$ cat src/rtl/iter_div_axis.sv
// iter_div_axis: iterative radix-2 restoring divider behind a dividend/divisor/dout
// stream interface. One operand pair in flight at a time. The result
// {quotient, remainder} appears WIDTH+1 clocks after the accept edge as a single-cycle
// tvalid pulse with no backpressure. tuser flags a divide by zero.
module iter_div_axis #(
   parameter int WIDTH  = 32,
   parameter bit SIGNED = 1'b1
) (
   input  logic               clk,
   input  logic               resetn,
   input  logic               abort,
   input  logic               s_axis_dividend_tvalid,
   output logic               s_axis_dividend_tready,
   input  logic [WIDTH-1:0]   s_axis_dividend_tdata,
   input  logic               s_axis_divisor_tvalid,
   output logic               s_axis_divisor_tready,
   input  logic [WIDTH-1:0]   s_axis_divisor_tdata,
   output logic               m_axis_dout_tvalid,
   output logic [2*WIDTH-1:0] m_axis_dout_tdata,
   output logic               m_axis_dout_tuser
);

   localparam int            CW       = (WIDTH > 2) ? $clog2(WIDTH) : 1;
   localparam logic [CW-1:0] CNT_INIT = CW'(WIDTH - 1);

   typedef enum logic [1:0] {
      ST_IDLE = 2'd0,
      ST_BUSY = 2'd1,
      ST_DONE = 2'd2
   } state_t;

   state_t               state_q, state_d;
   logic [CW-1:0]        cnt_q, cnt_d;
   logic [WIDTH-1:0]     quo_q, quo_d;        // dividend magnitude shifting out, quotient bits shifting in
   logic [WIDTH-1:0]     rem_q, rem_d;        // partial remainder (magnitude)
   logic [WIDTH-1:0]     dvsr_q, dvsr_d;      // divisor magnitude
   logic [WIDTH-1:0]     dvnd_q, dvnd_d;      // raw dividend, returned as remainder on divide by zero
   logic                 neg_quo_q, neg_quo_d;
   logic                 neg_rem_q, neg_rem_d;
   logic                 dz_q, dz_d;
   logic                 vld_q, vld_d;
   logic [2*WIDTH-1:0]   data_q, data_d;
   logic                 user_q, user_d;

   logic                 accept;
   logic                 dvnd_neg, dvsr_neg;
   logic [WIDTH-1:0]     dvnd_abs, dvsr_abs;
   logic [WIDTH:0]       rem_sh;
   logic [WIDTH-1:0]     diff;
   logic                 fits;
   logic [WIDTH-1:0]     quo_fix, rem_fix;

   // Both channels transfer together, only from IDLE and never while a flush is requested.
   assign accept = (state_q == ST_IDLE) & ~abort &
                   s_axis_dividend_tvalid & s_axis_divisor_tvalid;

   assign s_axis_dividend_tready = accept;
   assign s_axis_divisor_tready  = accept;

   // Operand magnitudes; in unsigned mode the sign bits are simply ignored.
   assign dvnd_neg = SIGNED & s_axis_dividend_tdata[WIDTH-1];
   assign dvsr_neg = SIGNED & s_axis_divisor_tdata[WIDTH-1];
   assign dvnd_abs = dvnd_neg ? (~s_axis_dividend_tdata + 1'b1) : s_axis_dividend_tdata;
   assign dvsr_abs = dvsr_neg ? (~s_axis_divisor_tdata + 1'b1) : s_axis_divisor_tdata;

   // One restoring step: shift the next dividend bit into the remainder and try to
   // subtract. The remainder stays below the divisor, so when the subtraction fits the
   // difference always fits in WIDTH bits.
   assign rem_sh = {rem_q, quo_q[WIDTH-1]};
   assign fits   = (rem_sh >= {1'b0, dvsr_q});
   assign diff   = rem_sh[WIDTH-1:0] - dvsr_q;

   // Sign fix-up: quotient negative when operand signs differ, remainder follows dividend.
   assign quo_fix = neg_quo_q ? (~quo_q + 1'b1) : quo_q;
   assign rem_fix = neg_rem_q ? (~rem_q + 1'b1) : rem_q;

   // Next-state, datapath and output-register loads; abort overrides completion.
   always_comb begin
      state_d   = state_q;
      cnt_d     = cnt_q;
      quo_d     = quo_q;
      rem_d     = rem_q;
      dvsr_d    = dvsr_q;
      dvnd_d    = dvnd_q;
      neg_quo_d = neg_quo_q;
      neg_rem_d = neg_rem_q;
      dz_d      = dz_q;
      vld_d     = 1'b0;
      data_d    = data_q;
      user_d    = user_q;

      case (state_q)
         ST_IDLE: begin
            if (accept) begin
               state_d   = ST_BUSY;
               cnt_d     = CNT_INIT;
               quo_d     = dvnd_abs;
               rem_d     = '0;
               dvsr_d    = dvsr_abs;
               dvnd_d    = s_axis_dividend_tdata;
               neg_quo_d = dvnd_neg ^ dvsr_neg;
               neg_rem_d = dvnd_neg;
               dz_d      = (s_axis_divisor_tdata == '0);
            end
         end
         ST_BUSY: begin
            if (abort) begin
               state_d = ST_IDLE;
               cnt_d   = '0;
            end else begin
               quo_d = {quo_q[WIDTH-2:0], fits};
               rem_d = fits ? diff : rem_sh[WIDTH-1:0];
               if (cnt_q == '0) begin
                  state_d = ST_DONE;
               end else begin
                  cnt_d = cnt_q - 1'b1;
               end
            end
         end
         ST_DONE: begin
            state_d = ST_IDLE;
            if (!abort) begin
               vld_d = 1'b1;
               if (dz_q) begin
                  data_d = {{WIDTH{1'b1}}, dvnd_q};
                  user_d = 1'b1;
               end else begin
                  data_d = {quo_fix, rem_fix};
                  user_d = 1'b0;
               end
            end
         end
         default: begin
            state_d = ST_IDLE;
         end
      endcase
   end

   // State and datapath registers; reset drops any operation in flight.
   always_ff @(posedge clk or negedge resetn) begin
      if (!resetn) begin
         state_q   <= ST_IDLE;
         cnt_q     <= '0;
         quo_q     <= '0;
         rem_q     <= '0;
         dvsr_q    <= '0;
         dvnd_q    <= '0;
         neg_quo_q <= 1'b0;
         neg_rem_q <= 1'b0;
         dz_q      <= 1'b0;
         vld_q     <= 1'b0;
         data_q    <= '0;
         user_q    <= 1'b0;
      end else begin
         state_q   <= state_d;
         cnt_q     <= cnt_d;
         quo_q     <= quo_d;
         rem_q     <= rem_d;
         dvsr_q    <= dvsr_d;
         dvnd_q    <= dvnd_d;
         neg_quo_q <= neg_quo_d;
         neg_rem_q <= neg_rem_d;
         dz_q      <= dz_d;
         vld_q     <= vld_d;
         data_q    <= data_d;
         user_q    <= user_d;
      end
   end

   assign m_axis_dout_tvalid = vld_q;
   assign m_axis_dout_tdata  = data_q;
   assign m_axis_dout_tuser  = user_q;

endmodule
$ cat config.mk
export PLATFORM = sky130hd
export DESIGN_NAME = iter_div_axis
export DESIGN_NICKNAME = d
export VERILOG_FILES = /design/src/rtl/iter_div_axis.sv
export SDC_FILE = /design/constraint.sdc
export NUM_CORES = 1
export LEC_CHECK = 0
export CAP_MARGIN = 20
export CORE_ASPECT_RATIO = 1.2
export CORE_UTILIZATION = 52
export DETAILED_ROUTE_END_ITERATION = 10
export GPL_TIMING_DRIVEN = 0
export PLACE_DENSITY = 0.78
export SLEW_MARGIN = 20
export SYNTH_ARGS = -nofsm -noshare
export SYNTH_HDL_FRONTEND = slang
export SYNTH_SLANG_ARGS = --single-unit
$ cat constraint.sdc
create_clock -name clk -period 3 [get_ports clk]
set_input_delay 0.45 -clock clk [delete_from_list [all_inputs] [get_ports clk]]
set_output_delay 0.45 -clock clk [all_outputs]
set_load 0.01 [all_outputs]
Yosys cells after proc, flatten, opt, wreduce, memory -nomap -nowiden
Cells that the tools add are included.
{ "classes": {"n_addsub": 6, "n_lt_le_gt_ge": 1, "n_eq_ne": 6, "muxes": 23, "n_bitwise": 9, "reduce_logical": 9} }
{ "ops": {"columns": ["cell", "n"], "rows": [
  ["$mux W32", 9],
  ["$add A32 B1 Y32 const B", 4],
  ["$not A32 Y32", 4],
  ["$pmux W32 S2", 2],
  ["$mux W64", 1],
  ["$ge A33 B32 Y1", 1],
  ["$logic_not A32 Y1", 1],
  ["$sub A32 B32 Y32", 1],
  ["$mux W5", 3],
  ["$pmux W5 S2", 1],
  ["$mux W2", 3],
  ["$ne A3 B3 Y1 const B", 2],
  ["$reduce_and A2 Y1", 3],
  ["$reduce_and A3 Y1", 2],
  ["$logic_not A5 Y1", 1],
  ["$sub A5 B1 Y5 const B", 1],
  ["$ne A2 B2 Y1 const B", 2],
  ["$pmux W2 S2", 1],
  ["$and A1 B1 Y1", 3],
  ["$mux W1", 3],
  ["$eq A2 B1 Y1 const B", 1],
  ["$eq A2 B2 Y1 const B", 1],
  ["$logic_not A2 Y1", 1],
  ["$reduce_bool A2 Y1", 1],
  ["other kinds (2)", 2]
]} }
{ "totals": {"regBits": 204, "inputBits": 69, "elab_cells": 66} }

Longest topological paths before layout
Gate-level depths: netlist of run 1.
{ "depth": {"depth_word": 6, "ltp_mapped": 14} }

Least setup slack after synthesis of run 1
OpenSTA, ideal clock, no wires.
{ "synth_path": {"kind": "register to register", "start": "reg quo_q[31]", "end": "reg rem_q[30]", "arrival_time_ps": 3091, "setup_slack_ps": -173, "stages_incl_launch_ff": 15, "path_buffers": 0, "synth_period_minus_slack_ps": 3173, "cell_sequence": "dfrtp_1 inv_1 ha_1 inv_1 fa_1 a21o_1 a221o_1 a221oi_1 a211oi_1 o41ai_2 o21ai_1 a221oi_1 xnor2_1 mux2i_1 o21ai_0"} }
{ "synth_via": {"elab_chain_cells": 4, "word_cells_on_any_way": 5, "cone_classes": "1 x add/sub; 1 x order compare; 3 x mux"} }
{ "synth_rtl": {"columns": ["element", "line", "source"], "rows": [
  ["from (decl)", "34", "logic [WIDTH-1:0] quo_q, quo_d;"],
  ["from (signal assigned)", "157", "quo_q <= quo_d;"],
  ["$sub A32 B32 Y32 or $ge A33 B32 Y1 (tied branches)", "71, 70", null],
  ["$mux W32 (*)", "112", "rem_d = fits ? diff : rem_sh[WIDTH-1:0];"],
  ["$mux W32 (*)", "107", "if (abort) begin"],
  ["$pmux W32 S2 (*)", "92", "case (state_q)"],
  ["to (signal assigned)", "158", "rem_q <= rem_d;"],
  ["to (decl)", "35", "logic [WIDTH-1:0] rem_q, rem_d;"]
]} }
Every way passes the cells marked *; elsewhere a longest branch is shown, timed or not. The select of a mux whose other input is x is not followed.
A chain may end at the register's enable or synchronous reset.

Final worst setup path of run 1
{ "layout_path": {"start": "reg quo_q[31]", "end": "reg rem_q[22]"} }
Same word-level chain as after synthesis.

==> results.rst, run 1 <==
.. list-table::
   :header-rows: 1

   * - Metric
     - Value
   * - Reg-to-reg setup timing slack
     - -260 ps
   * - Vias after detailed routing
     - approximately 12,000
   * - Count of TritonRoute iterations in the first routing pass
     - 7
   * - Net count of the mapped netlist
     - about 1,600
   * - Reported max-cap violation count
     - 0
   * - Run status
     - finished, violations left
   * - Die width
     - between 100 and 150 microns
   * - Max-Slew Margin vs Limit
     - between 40% and 50%
   * - Total number of nets in the final design
     - 1,825
   * - Min Tclk post-route
     - approximately 3300 ps
   * - Hold depth
     - 3
   * - Setup violations, final
     - 29
   * - Top cell type by total area after synthesis
     - dfrtp_1
   * - Classification of the worst setup path
     - flop to flop
   * - Via count of the first global-routing pass
     - ~12,000
   * - Number of clock buffers inserted by TritonCTS
     - 22
   * - Initial antenna violation count
     - 1
   * - Crit path largest cell delay
     - between 300 and 400 ps
   * - Power density over the cells
     - 861 mW/mm^2
   * - Number of flip-flops and latches in the synthesized netlist
     - just over 200
   * - Total of warnings raised by yosys
     - 0
   * - Post-CTS clock slew at the launch and capture registers of the worst setup and hold paths
     - 60 ps
   * - Kind of launch point of the worst setup path
     - flop
   * - Transition time at the pin with the least slew margin
     - 849 ps
   * - Most used cells in the layout excluding fill and tap cells
     - 284 x nand2_1, 196 x dfrtp_1, 169 x o21ai_0
   * - Number of standard cells in the layout, taps in and fillers out
     - between 2,000 and 2,500
   * - Largest vdd supply drop
     - around 0.00043 V
   * - Maximum fanout along the worst path
     - 3
   * - Avg WL per Cell
     - 18.2 microns
   * - IO buf count
     - approximately 140
   * - Clock Tree Root
     - clkbuf_16
   * - Number of enable flip-flop cells after synthesis
     - 0
   * - Clock Skews
     - around 14 ps
   * - Initial DRC count
     - roughly 680
   * - Per-cell via count in the routed design
     - 5.83
   * - Post-synthesis sequential area ratio
     - 40.6%
   * - Maximum clock path buffer count
     - 3
   * - H-tree depth reported by CTS
     - 1
   * - Depth of the most critical reg-to-reg path
     - 15
   * - Startpoint of the tightest hold check path
     - s_axis_dividend_tdata[8]
   * - Worst path buffer plus inverter count
     - 4
   * - Rows
     - 61
   * - Arrival time of the worst setup path
     - roughly 3600 ps
   * - CP delay by family, top
     - compound AO/OA/AOI/OAI gates
   * - Syn avg cell area
     - around 8.3 sq um
   * - Synthesized cell area
     - ~0.013 sq mm
   * - Die height
     - roughly 170 microns
   * - Cell Chain, Critical Path
     - inv_4, ha_4, inv_2, fa_2, a21o_1, a221o_1, a221oi_2, a211oi_2, o41ai_4, o21ai_2, buf_4, buf_4, xnor2_2, mux2i_1, o21ai_0
   * - Clk Latency, worst-skew pair
     - just over 500 ps
   * - Fraction of layout instances using a drive strength above 1
     - a little under an eighth
   * - I/O pins
     - roughly 140
   * - Distinct cells, synth
     - 67
   * - Endpoint class of the critical path
     - flop
   * - Total congestion overflow after global routing
     - 0
   * - Slew Limit Fails
     - 0
   * - Sink count of the clock tree
     - slightly above 200
   * - Worst flop-to-flop path endpoint
     - rem_q[22]$_DFFE_PN0P_
   * - Endpoint required time on the critical path
     - 3380 ps
   * - Fraction of registers with async set/reset
     - 100%
   * - Main flop type after synthesis
     - dfrtp_1
   * - Top cell type's share of synthesized area
     - 40.6%
   * - Slowest stage cell, crit path
     - dfrtp_1
   * - Starting density of the core
     - between 50% and 60%
   * - Std-Cell Core Area
     - 0.0234 sq mm
   * - Cell with the most instances on the worst path
     - buf_4
   * - Number of DRC violations after detailed routing
     - 0
   * - Die ar.
     - between 0.02 and 0.025 sq mm
   * - Total placed cells including tap cells
     - between 1,500 and 2,000
   * - Worst setup slack before clock tree synthesis
     - -958 ps
   * - Synth-to-Final Area Change
     - 27.6%
   * - Instance count of the mapped netlist
     - around 1,500
   * - Most common library cell in the layout ignoring fill and taps
     - nand2_1
   * - Setup repair after global routing missed its margin
     - yes
   * - Leak Pwr
     - 0.00727 uW
   * - Period utilization
     - 109%
   * - Number of endpoints with negative hold slack in the final report
     - 0
   * - Wire length of the first global-routing pass
     - a little under 60,000 microns
   * - Min-Delay Endpoint
     - dvnd_q[8]$_DFFE_PN0P_
   * - Hold Crit Class
     - input pin to flop
   * - Largest net degree at the start of global routing
     - 94
   * - Crit path setup slack, layout
     - -257 ps
   * - Top post-synthesis cells by area
     - dfrtp_1 41%, nand2_1 8.5%, xor2_1 7.8%
   * - TritonCTS clock tree
     - built
   * - Violations in the final reports
     - negative setup slack
   * - Final antenna-violating net count
     - 0
   * - Top achievable clock speed
     - approximately 300 MHz
   * - Total half-perimeter wirelength after legalization and detailed placement
     - 27,200 microns
   * - GPL Wtd Cong
     - between 0.9 and 1
   * - Crit Reg-Reg Startpoint
     - quo_q[31]$_DFFE_PN0P_
   * - Total Wirelength
     - 37,200 microns
   * - Total routing usage reported by global routing
     - 30.2%
[stage by stage]
stage / hold slack [ps] / util [%] / total power [uW] / setup TNS [ps] / instance area, sq um
2_1_floorplan: 154 / - / 8190 / -90.3 / 12600
5_1_grt: 222 / 68.2 / 14600 / -5500 / 16000
4_1_cts: 374 / 66.5 / 13100 / -1230 / 15600
3_5_place_dp: 463 / 61.3 / 9640 / -45350 / 14400
6_report: 210 / 68.2 / 13700 / -1960 / 16000
3_3_place_gp: 458 / 61.1 / 9480 / -1399280 / 14300
[timing repair]
action	4_1_cts	5_1_grt
gates resized for setup	69	69
hold buffers	1	0
endpoints found under the hold margin	59	0
pin swaps	30	28
endpoints found under the setup margin	79	69
buffers inserted	26	22
[layout make-up]
class	count	area [sq um]
clock buffer	29	648
buffer	75	363
timing repair buffer	185	1770
sequential	203	5090
tap	315	394
antenna	1	2.50
inverter	57	216
fill	1854	7460
multi-input combinational	1173	7420
clock inverter	9	76.3
[tightest hold or removal path, delay by kind of cell]
family / cells / cell delay [ps]
buf+inv: 1 / 130
simple gates: 2 / 110
[cell families (layout without fill, tap and decap cells)]
family / Yosys count / after routing / share of synthesized area [%]
multiplexers: 30 / 30 / 2.41
AO/OA/AOI/OAI: 431 / 431 / 20.2
flip-flops: 203 / 203 / 40.6
AND/OR/NAND/NOR: 528 / 528 / 18.5
adder cells (fa/ha/maj): 39 / 39 / 3.96
other: 0 / 1 / 0
XOR/XNOR: 145 / 145 / 10.1
buffers and inverters: 134 / 355 / 4.16
[cell usage after synthesis (all sizes together) (2+ instances only)]
library cell  instances
xor2                111
nor2b                 7
buf                  11
a21boi                3
nor4b                 2
clkbuf               66
nor2                122
nand2b               10
and2                  3
or2                   3
o41ai                14
and3                  3
a221o                 2
nor4                 12
nand4                 8
nand3                18
o21ai               187
o31ai                39
o211ai                4
a221oi                4
ha                   38
a32oi                 5
a211oi                4
mux2i                29
or4                  20
or3                  13
a21oi               127
o22ai                 4
nor3                 19
a31oi                 4
a21o                 21
nand2               285
dfrtp               203
xnor2                34
inv                  56
o21bai                4
[worst max path at each step]
stage,from,endpoint,cells past startpoint
finish,quo_q[31]$_DFFE_PN0P_,rem_q[22]$_DFFE_PN0P_,15
global route,quo_q[31]$_DFFE_PN0P_,rem_q[30]$_DFFE_PN0P_,14
CTS,quo_q[31]$_DFFE_PN0P_,rem_q[30]$_DFFE_PN0P_,14
detailed placement,abort,s_axis_divisor_tready,9
global placement,resetn,dvsr_q[4]$_DFFE_PN0P_,1
floorplan,quo_q[31]$_DFFE_PN0P_,rem_q[30]$_DFFE_PN0P_,14
[registers in the layout (all words and copies together) (netlist names)]
| signal | cells |
|---|---|
| cnt_q | 5 |
| dvnd_q | 32 |
| dvsr_q | 32 |
| dz_q | 1 |
| m_axis_dout_tdata | 64 |
| m_axis_dout_tuser | 1 |
| m_axis_dout_tvalid | 1 |
| neg_quo_q | 1 |
| quo_q | 32 |
| rem_q | 32 |
| state_q | 2 |
[power breakdown]
group	internal [uW]	switching, uW	total [uW]	leakage, uW
logic	3250	3820	7070	0.00427
clock network	1600	1110	2710	0.000362
registers	3240	731	3970	0.00264
total	8090	5660	13700	0.00727
[metal layers]
metal / share of wire [%] / global-route usage (%)
met3: 6.2 / 4.82
met2: 50 / 53.7
met1: 39 / 34.6
met5: 0 / 0
met4: 5.3 / 16.2
(Power assumes the default switching activity.)
==> run 2: changes to the inputs <==
- CORE_ASPECT_RATIO: 1.2 -> not set
==> run 2 against run 1 <==
The flow still finishes with violations (negative setup slack). Clock power increased by 6%. Critical path depth unchanged. Highest routed layer unchanged. Sequential power increased by 1%. Combinational power increased by 8.2%. Worst setup slack got worse by 140 ps. First-iteration DRC count increased by 39%. Cell count decreased by 0.24%.
==> results.rst, run 2 (synthesized netlist as in run 1, its figures left out) <==
.. list-table::
   :header-rows: 1

   * - Metric
     - Value
   * - Min Tclk post-route
     - 3390 ps (+138 ps)
   * - Final antenna-violating net count
     - 0 (unchanged)
   * - Sequential cell area
     - 0.00509 sq mm (unchanged)
   * - Post-CTS clock slew at the launch and capture registers of the worst setup and hold paths
     - 60 ps (about the same)
   * - Top achievable clock speed
     - 295 MHz (-4.1%)
   * - H-tree depth reported by CTS
     - 1 (unchanged)
   * - Flip-flop count of the largest register after layout
     - 64 (unchanged)
   * - Clock Skews
     - 13.9 ps (-0.425 ps)
   * - Min-Delay Endpoint
     - dvnd_q[8]$_DFFE_PN0P_
   * - Endpoint class of the critical path
     - flop
   * - Number of endpoints with negative hold slack in the final report
     - 0 (unchanged)
   * - Avg WL per Cell
     - 19.2 microns (+5.6%)
   * - Maximum clock path buffer count
     - 3 (unchanged)
   * - Die width
     - 157 microns (+9.4%)
   * - Clock Tree Root
     - clkbuf_16
   * - Most used cells in the layout excluding fill and tap cells
     - 283 x nand2_1, 196 x dfrtp_1, 151 x o21ai_0
   * - TritonCTS clock tree
     - built
   * - Wire length of the first global-routing pass
     - 58,700 microns (+1.3%)
   * - Starting density of the core
     - 53.2% (-0.25 points)
   * - Fill cells
     - 1,897 (+2.3%)
   * - Power density over the cells
     - 905 mW/mm^2 (+5.1%)
   * - Largest vdd supply drop
     - 0.000499 V (+15%)
   * - Violations in the final reports
     - negative setup slack
   * - Reg-to-reg setup timing slack
     - -390 ps (-140 ps)
   * - Area used by multi-input combinational logic
     - 0.00746 sq mm (+0.59%)
   * - Synth-to-Final Area Change
     - 28.6%
   * - Total half-perimeter wirelength after legalization and detailed placement
     - 28,100 microns (+3.4%)
   * - Die height
     - 157 microns (-8.6%)
   * - Startpoint of the tightest hold check path
     - s_axis_dividend_tdata[8]
   * - Run status
     - finished, violations left
   * - Sink count of the clock tree
     - 203 (unchanged)
   * - Setup repair after global routing missed its margin
     - yes
   * - Via count of the first global-routing pass
     - 11,200 (-3.2%)
   * - Setup violations, final
     - 27 (-6.9%)
   * - Number of DRC violations after detailed routing
     - 0 (unchanged)
   * - Crit path setup slack, layout
     - -394 ps (-138 ps)
   * - Initial DRC count
     - 942 (+39%)
   * - Kind of launch point of the worst setup path
     - flop
   * - Fraction of layout instances using a drive strength above 1
     - 10.9% (-0.47 points)
   * - Per-cell via count in the routed design
     - 5.91 (+1.4%)
   * - Placement-stage cell area
     - 0.0144 sq mm (about the same)
   * - Die ar.
     - 0.0247 sq mm (about the same)
   * - GPL Wtd Cong
     - 0.941 (+2.3%)
   * - I/O pins
     - 137 (unchanged)
   * - Hold depth
     - 3 (unchanged)
   * - Classification of the worst setup path
     - flop to flop
   * - Period utilization
     - 113% (+4.6 points)
   * - Crit path largest cell delay
     - 400 ps (about the same)
   * - Crit Reg-Reg Startpoint
     - quo_q[31]$_DFFE_PN0P_
   * - Slew Limit Fails
     - 0 (unchanged)
   * - Arrival time of the worst setup path
     - 3840 ps (+200 ps)
   * - Worst flop-to-flop path endpoint
     - rem_q[28]$_DFFE_PN0P_
   * - Final standard cell area without fillers
     - 0.0161 sq mm (+0.74%)
   * - Total Wirelength
     - 39,200 microns (+5.3%)
   * - Hold Crit Class
     - input pin to flop
   * - Leak Pwr
     - 0.00729 uW (+0.31%)
   * - Cell Chain, Critical Path
     - inv_4, ha_4, inv_2, fa_2, a21o_1, a221o_1, a221oi_4, a211oi_4, o41ai_4, buf_4, o221ai_4, a21oi_2, xnor2_1, mux2i_1, o21ai_1
   * - Max-Slew Margin vs Limit
     - 40.7% (-2.7 points)
   * - Largest net degree at the start of global routing
     - 98 (+4.3%)
   * - Maximum fanout along the worst path
     - 2 (-1)
   * - Clk Latency, worst-skew pair
     - 520 ps (about the same)
   * - Endpoint required time on the critical path
     - 3450 ps (+70 ps)
   * - Slowest stage cell, crit path
     - dfrtp_1
   * - Transition time at the pin with the least slew margin
     - 889 ps (+39.9 ps)
   * - IO buf count
     - 135 (unchanged)
   * - Vias after detailed routing
     - 12,100 (+1.1%)
   * - Number of clock buffers inserted by TritonCTS
     - 24 (+9.1%)
   * - Total number of nets in the final design
     - 1,816 (-0.49%)
   * - Total congestion overflow after global routing
     - 0 (unchanged)
   * - Initial antenna violation count
     - 0 (-1)
   * - Rows
     - 56 (-8.2%)
   * - Most common library cell in the layout ignoring fill and taps
     - nand2_1
   * - # diodes
     - 0 (-1)
   * - Reported max-cap violation count
     - 0 (unchanged)
   * - Hold Worst Slack
     - 248 ps (+37.3 ps)
   * - Count of TritonRoute iterations in the first routing pass
     - 5 (-2)
   * - Std-Cell Core Area
     - 0.0235 sq mm (+0.48%)
   * - Depth of the most critical reg-to-reg path
     - 15 (unchanged)
   * - Total routing usage reported by global routing
     - 30.6% (+0.46 points)
[run 2: metrics by stage]
| step | cells | utilization [%] | setup TNS (ps) | setup WS (ps) | power, uW |
|---|---|---|---|---|---|
| 3_5_place_dp | 1966 | 61.1 | -40360 | -878 | 9760 |
| 2_1_floorplan | 1510 | - | -90.3 | -72.2 | 8190 |
| 5_1_grt | 2042 | 68.4 | -7710 | -482 | 15400 |
| 3_3_place_gp | 1964 | 60.8 | -1431730 | -6880 | 9610 |
| 4_1_cts | 2024 | 66.0 | -692 | -230 | 13200 |
| 6_report | 2042 | 68.4 | -2410 | -394 | 14600 |
[run 2: per-layer routing]
| layer | vias to the layer above | share of wire [%] | track usage [%] |
|---|---|---|---|
| li1 | 5640 | - | - |
| met1 | 5748 | 41 | 40.5 |
| met2 | 572 | 47 | 51.3 |
| met3 | 114 | 7.5 | 3.83 |
| met4 | 0 | 4.4 | 11.8 |
| met5 | - | 0 | 0 |
[run 2: worst max-delay path, delay by kind of cell (launching register included)]
| family | cells | cell delay (ps) |
|---|---|---|
| xor gates and xnor gates | 1 | 150 |
| muxes | 1 | 100 |
| AOI/OAI and AO/OA | 8 | 1800 |
| DFF | 1 | 400 |
| buffers and inverters | 3 | 350 |
| adders and majority gates | 2 | 520 |
[run 2: final cells by class]
type                            instances  area share (%)
Sequential cell                       203            31.6
Clock inverter                          9           0.498
Buffer                                 75            2.28
Tap cell                              319            2.48
Inverter                               57            1.38
Multi-Input combinational cell       1173            46.4
Clock buffer                           32            4.36
Timing Repair Buffer                  174            11.0
[run 2: what timing repair did]
item / CTS / global route
hold endpoints to repair: 9 / 0
resized for setup: 59 / 110
cloned: 0 / 5
buffers inserted: 17 / 15
pin swaps: 20 / 20
hold buffers: 1 / 0
endpoints found under the setup margin: 77 / 71
[run 2: how the worst max path moves through the flow]
stage                             endpoint  slack (ps)                      from
floorplan            rem_q[30]$_DFFE_PN0P_         -70     quo_q[31]$_DFFE_PN0P_
global placement    dvsr_q[29]$_DFFE_PN0P_       -6880                    resetn
detailed placement   quo_q[30]$_DFFE_PN0P_        -880  s_axis_dividend_tdata[8]
CTS                  rem_q[30]$_DFFE_PN0P_        -230     quo_q[31]$_DFFE_PN0P_
global route         rem_q[28]$_DFFE_PN0P_        -480     quo_q[31]$_DFFE_PN0P_
finish               rem_q[28]$_DFFE_PN0P_        -390     quo_q[31]$_DFFE_PN0P_
[run 2: where the power goes]
part / internal (uW) / switching (uW)
clock: 1720 / 1160
combinational: 3500 / 4150
sequential: 3240 / 786
total: 8450 / 6100
==> run 3: changes to the inputs <==
- CORE_UTILIZATION: 52 -> 58
- PLACE_DENSITY: 0.78 -> 0.83
- clock period: 3 -> 3.9 ns (I/O delays scaled with it)
==> run 3 against run 2 <==
The run now ends clean. Maximum frequency fell by 7.6%. Cell count fell by 3.7%. Critical path depth fell by 2. Largest cell class unchanged.
==> results.rst, run 3 (synthesized netlist as in run 1, its figures left out) <==
.. list-table::
   :header-rows: 1

   * - Metric
     - Value
   * - Endpoint required time on the critical path
     - 4260 ps (+810 ps)
   * - Flip-flop count of the largest register after layout
     - 64 (unchanged)
   * - Via count of the first global-routing pass
     - 11,500 (+3.4%)
   * - Total Wirelength
     - 36,500 microns (-6.9%)
   * - Area used by multi-input combinational logic
     - 0.00693 sq mm (-7.1%)
   * - Fill cells
     - 1,684 (-11%)
   * - Largest vdd supply drop
     - 0.000315 V (-37%)
   * - Number of clock buffers inserted by TritonCTS
     - 22 (-8.3%)
   * - Crit path setup slack, layout
     - 226 ps (+620 ps)
   * - Post-CTS clock slew at the launch and capture registers of the worst setup and hold paths
     - 70 ps (about the same)
   * - Initial antenna violation count
     - 0 (unchanged)
   * - Wire length of the first global-routing pass
     - 58,700 microns (+0.13%)
   * - Period utilization
     - 94.2% (-19 points)
   * - Total Power
     - 9760 uW (-33%)
   * - Reported max-cap violation count
     - 0 (unchanged)
   * - Sink count of the clock tree
     - 203 (unchanged)
   * - # diodes
     - 0 (unchanged)
   * - IO buf count
     - 135 (unchanged)
   * - Total congestion overflow after global routing
     - 0 (unchanged)
   * - Final antenna-violating net count
     - 0 (unchanged)
   * - Min Tclk post-route
     - 3670 ps (+280 ps)
   * - Initial DRC count
     - 1,066 (+13%)
   * - Per-cell via count in the routed design
     - 6.06 (+2.5%)
   * - I/O pins
     - 137 (unchanged)
   * - Slowest stage cell, crit path
     - dfrtp_1
   * - Cell with the most instances on the worst path
     - o21ai_0
   * - Avg WL per Cell
     - 18.6 microns (-3.3%)
   * - Power density over the cells
     - 647 mW/mm^2 (-28%)
   * - Vias after detailed routing
     - 11,900 (-1.3%)
   * - Rows
     - 53 (-5.4%)
   * - Maximum clock path buffer count
     - 3 (unchanged)
   * - Count of TritonRoute iterations in the first routing pass
     - 5 (unchanged)
   * - Largest net degree at the start of global routing
     - 86 (-12%)
   * - TritonCTS clock tree
     - built
   * - Starting density of the core
     - 59.4% (+6.2 points)
   * - Worst flop-to-flop path endpoint
     - rem_q[2]$_DFFE_PN0P_
   * - Worst setup slack before clock tree synthesis
     - -132 ps (+746 ps)
   * - Clock Tree Root
     - clkbuf_16
   * - Min-Delay Endpoint
     - cnt_q[3]$_DFFE_PN0P_
   * - Classification of the worst setup path
     - flop to flop
   * - Setup violations, final
     - 0 (-100%)
   * - Total routing usage reported by global routing
     - 33.6% (+3.0 points)
   * - Number of endpoints with negative hold slack in the final report
     - 0 (unchanged)
   * - Std-Cell Core Area
     - 0.0211 sq mm (-10%)
   * - Transition time at the pin with the least slew margin
     - 864 ps (-25.4 ps)
   * - GPL Wtd Cong
     - 1.02 (+7.9%)
   * - H-tree depth reported by CTS
     - 1 (unchanged)
   * - Clock Skews
     - 11.3 ps (-2.57 ps)
   * - Leak Pwr
     - 0.00688 uW (-5.6%)
   * - Depth of the most critical reg-to-reg path
     - 13 (-2)
   * - Die width
     - 149 microns (-5.2%)
   * - Arrival time of the worst setup path
     - 4040 ps (+200 ps)
   * - Max-Slew Margin vs Limit
     - 42.4% (+1.7 points)
   * - Endpoint class of the critical path
     - flop
   * - Reg-to-reg setup timing slack
     - 230 ps (+620 ps)
   * - Die height
     - 149 microns (-5.2%)
   * - Setup repair after global routing missed its margin
     - no
   * - Most used cells in the layout excluding fill and tap cells
     - 285 x nand2_1, 203 x dfrtp_1, 183 x o21ai_0
   * - Clk Latency, worst-skew pair
     - 520 ps (about the same)
   * - Run status
     - finished clean
   * - Number of DRC violations after detailed routing
     - 0 (unchanged)
   * - Synth-to-Final Area Change
     - 20.4%
   * - Top achievable clock speed
     - 272 MHz (-7.6%)
   * - Crit Reg-Reg Startpoint
     - rem_q[1]$_DFFE_PN0P_
   * - Sequential cell area
     - 0.00508 sq mm (-0.17%)
   * - Hold Crit Class
     - input pin to flop
   * - Total half-perimeter wirelength after legalization and detailed placement
     - 27,700 microns (-1.5%)
   * - Kind of launch point of the worst setup path
     - flop
   * - Crit path largest cell delay
     - 450 ps (+50 ps)
   * - Startpoint of the tightest hold check path
     - abort
   * - Hold depth
     - 2 (-1)
   * - Fraction of layout instances using a drive strength above 1
     - 4.67% (-6.2 points)
   * - Slew Limit Fails
     - 0 (unchanged)
   * - Total number of nets in the final design
     - 1,784 (-1.8%)
   * - Hold Worst Slack
     - 460 ps (+212 ps)
   * - Utilization after layout
     - 71.5% (+3.1 points)
   * - Cell Chain, Critical Path
     - ha_1, o211ai_1, a21oi_1, o41ai_2, and4_1, o2111ai_1, nand2_1, o21ai_0, a211oi_2, buf_4, buf_2, mux2i_1, o21ai_0
   * - Most common library cell in the layout ignoring fill and taps
     - nand2_1
   * - Maximum fanout along the worst path
     - 10 (+8)
   * - Die ar.
     - 0.0222 sq mm (-10%)
==> run 3: changes by cell type in the layout (fill, tap and decap cells not counted), moves of 8 or more <==
| cell | delta |
|---|---|
| o21ai_0 | +32 |
| o21ai_1 | -26 |
| buf_4 | -21 |
| clkdlybuf4s50_1 | +12 |
| a21oi_1 | +9 |
| a21oi_2 | -8 |
==> run 3: critical path, delay by kind of cell, from the launching register on <==
| kind | cells | cell delay (ps) |
|---|---|---|
| AOI/OAI and AO/OA | 7 | 1460 |
| and+or+nand+nor | 2 | 460 |
| adders and majority gates | 1 | 400 |
| DFF | 1 | 450 |
| buffers and inverters | 2 | 490 |
| muxes | 1 | 240 |
==> run 3: power by group <==
part / leakage, uW / total (uW) / internal, uW / switching [uW]
Combinational: 0.00388 / 4590 / 1940 / 2650
Sequential: 0.00265 / 3060 / 2480 / 575
Clock: 0.000356 / 2110 / 1240 / 874
==> run 3: final cells by class <==
class | instances | area share (%)
Clock inverter | 10 | 0.589
Sequential cell | 203 | 33.7
Timing Repair Buffer | 143 | 9.68
Buffer | 76 | 2.01
Inverter | 57 | 1.44
Multi-Input combinational cell | 1173 | 46.0
Tap cell | 275 | 2.28
Clock buffer | 30 | 4.32
==> run 3: what timing repair did <==
action                                 in CTS  in global routing
pin swaps                                   1                  1
endpoints found under the hold margin      15                  0
gates cloned                                0                  0
hold buffers                                1                  0
gates resized for setup                     0                  4
setup endpoints to repair                  27                 26
setup buffers                               3                  2
==> run 3: per-stage QoR <==
| step | TNS [ps] | std cells | instance area (sq um) |
|---|---|---|---|
| 6_report | 0 | 1967 | 15100 |
| 5_1_grt | 0 | 1967 | 15100 |
| 4_1_cts | 0 | 1965 | 15000 |
| 3_5_place_dp | -1070 | 1922 | 14300 |
| 3_3_place_gp | -1222950 | 1920 | 14200 |
| 2_1_floorplan | 0 | 1510 | 12500 |
==> run 3: routing by layer <==
layer / vias up / GRT usage [%] / routed length [microns]
met5: - / 0 / 0
met4: 0 / 15.7 / 1680
met3: 122 / 4.83 / 3000
met2: 615 / 55.9 / 17300
met1: 5601 / 43.4 / 14600
li1: 5580 / - / -
==> run 3: how the worst max path moves through the flow <==
stage | from | slack, ps | end
floorplan | quo_q[31]$_DFFE_PN0P_ | 730 | rem_q[30]$_DFFE_PN0P_
global placement | resetn | -6040 | cnt_q[2]$_DFFE_PN0P_
detailed placement | s_axis_divisor_tvalid | -130 | s_axis_divisor_tready
CTS | state_q[0]$_DFFE_PN0P_ | 60 | s_axis_divisor_tready
global route | quo_q[31]$_DFFE_PN0P_ | 10 | rem_q[30]$_DFFE_PN0P_
finish | rem_q[1]$_DFFE_PN0P_ | 230 | rem_q[2]$_DFFE_PN0P_
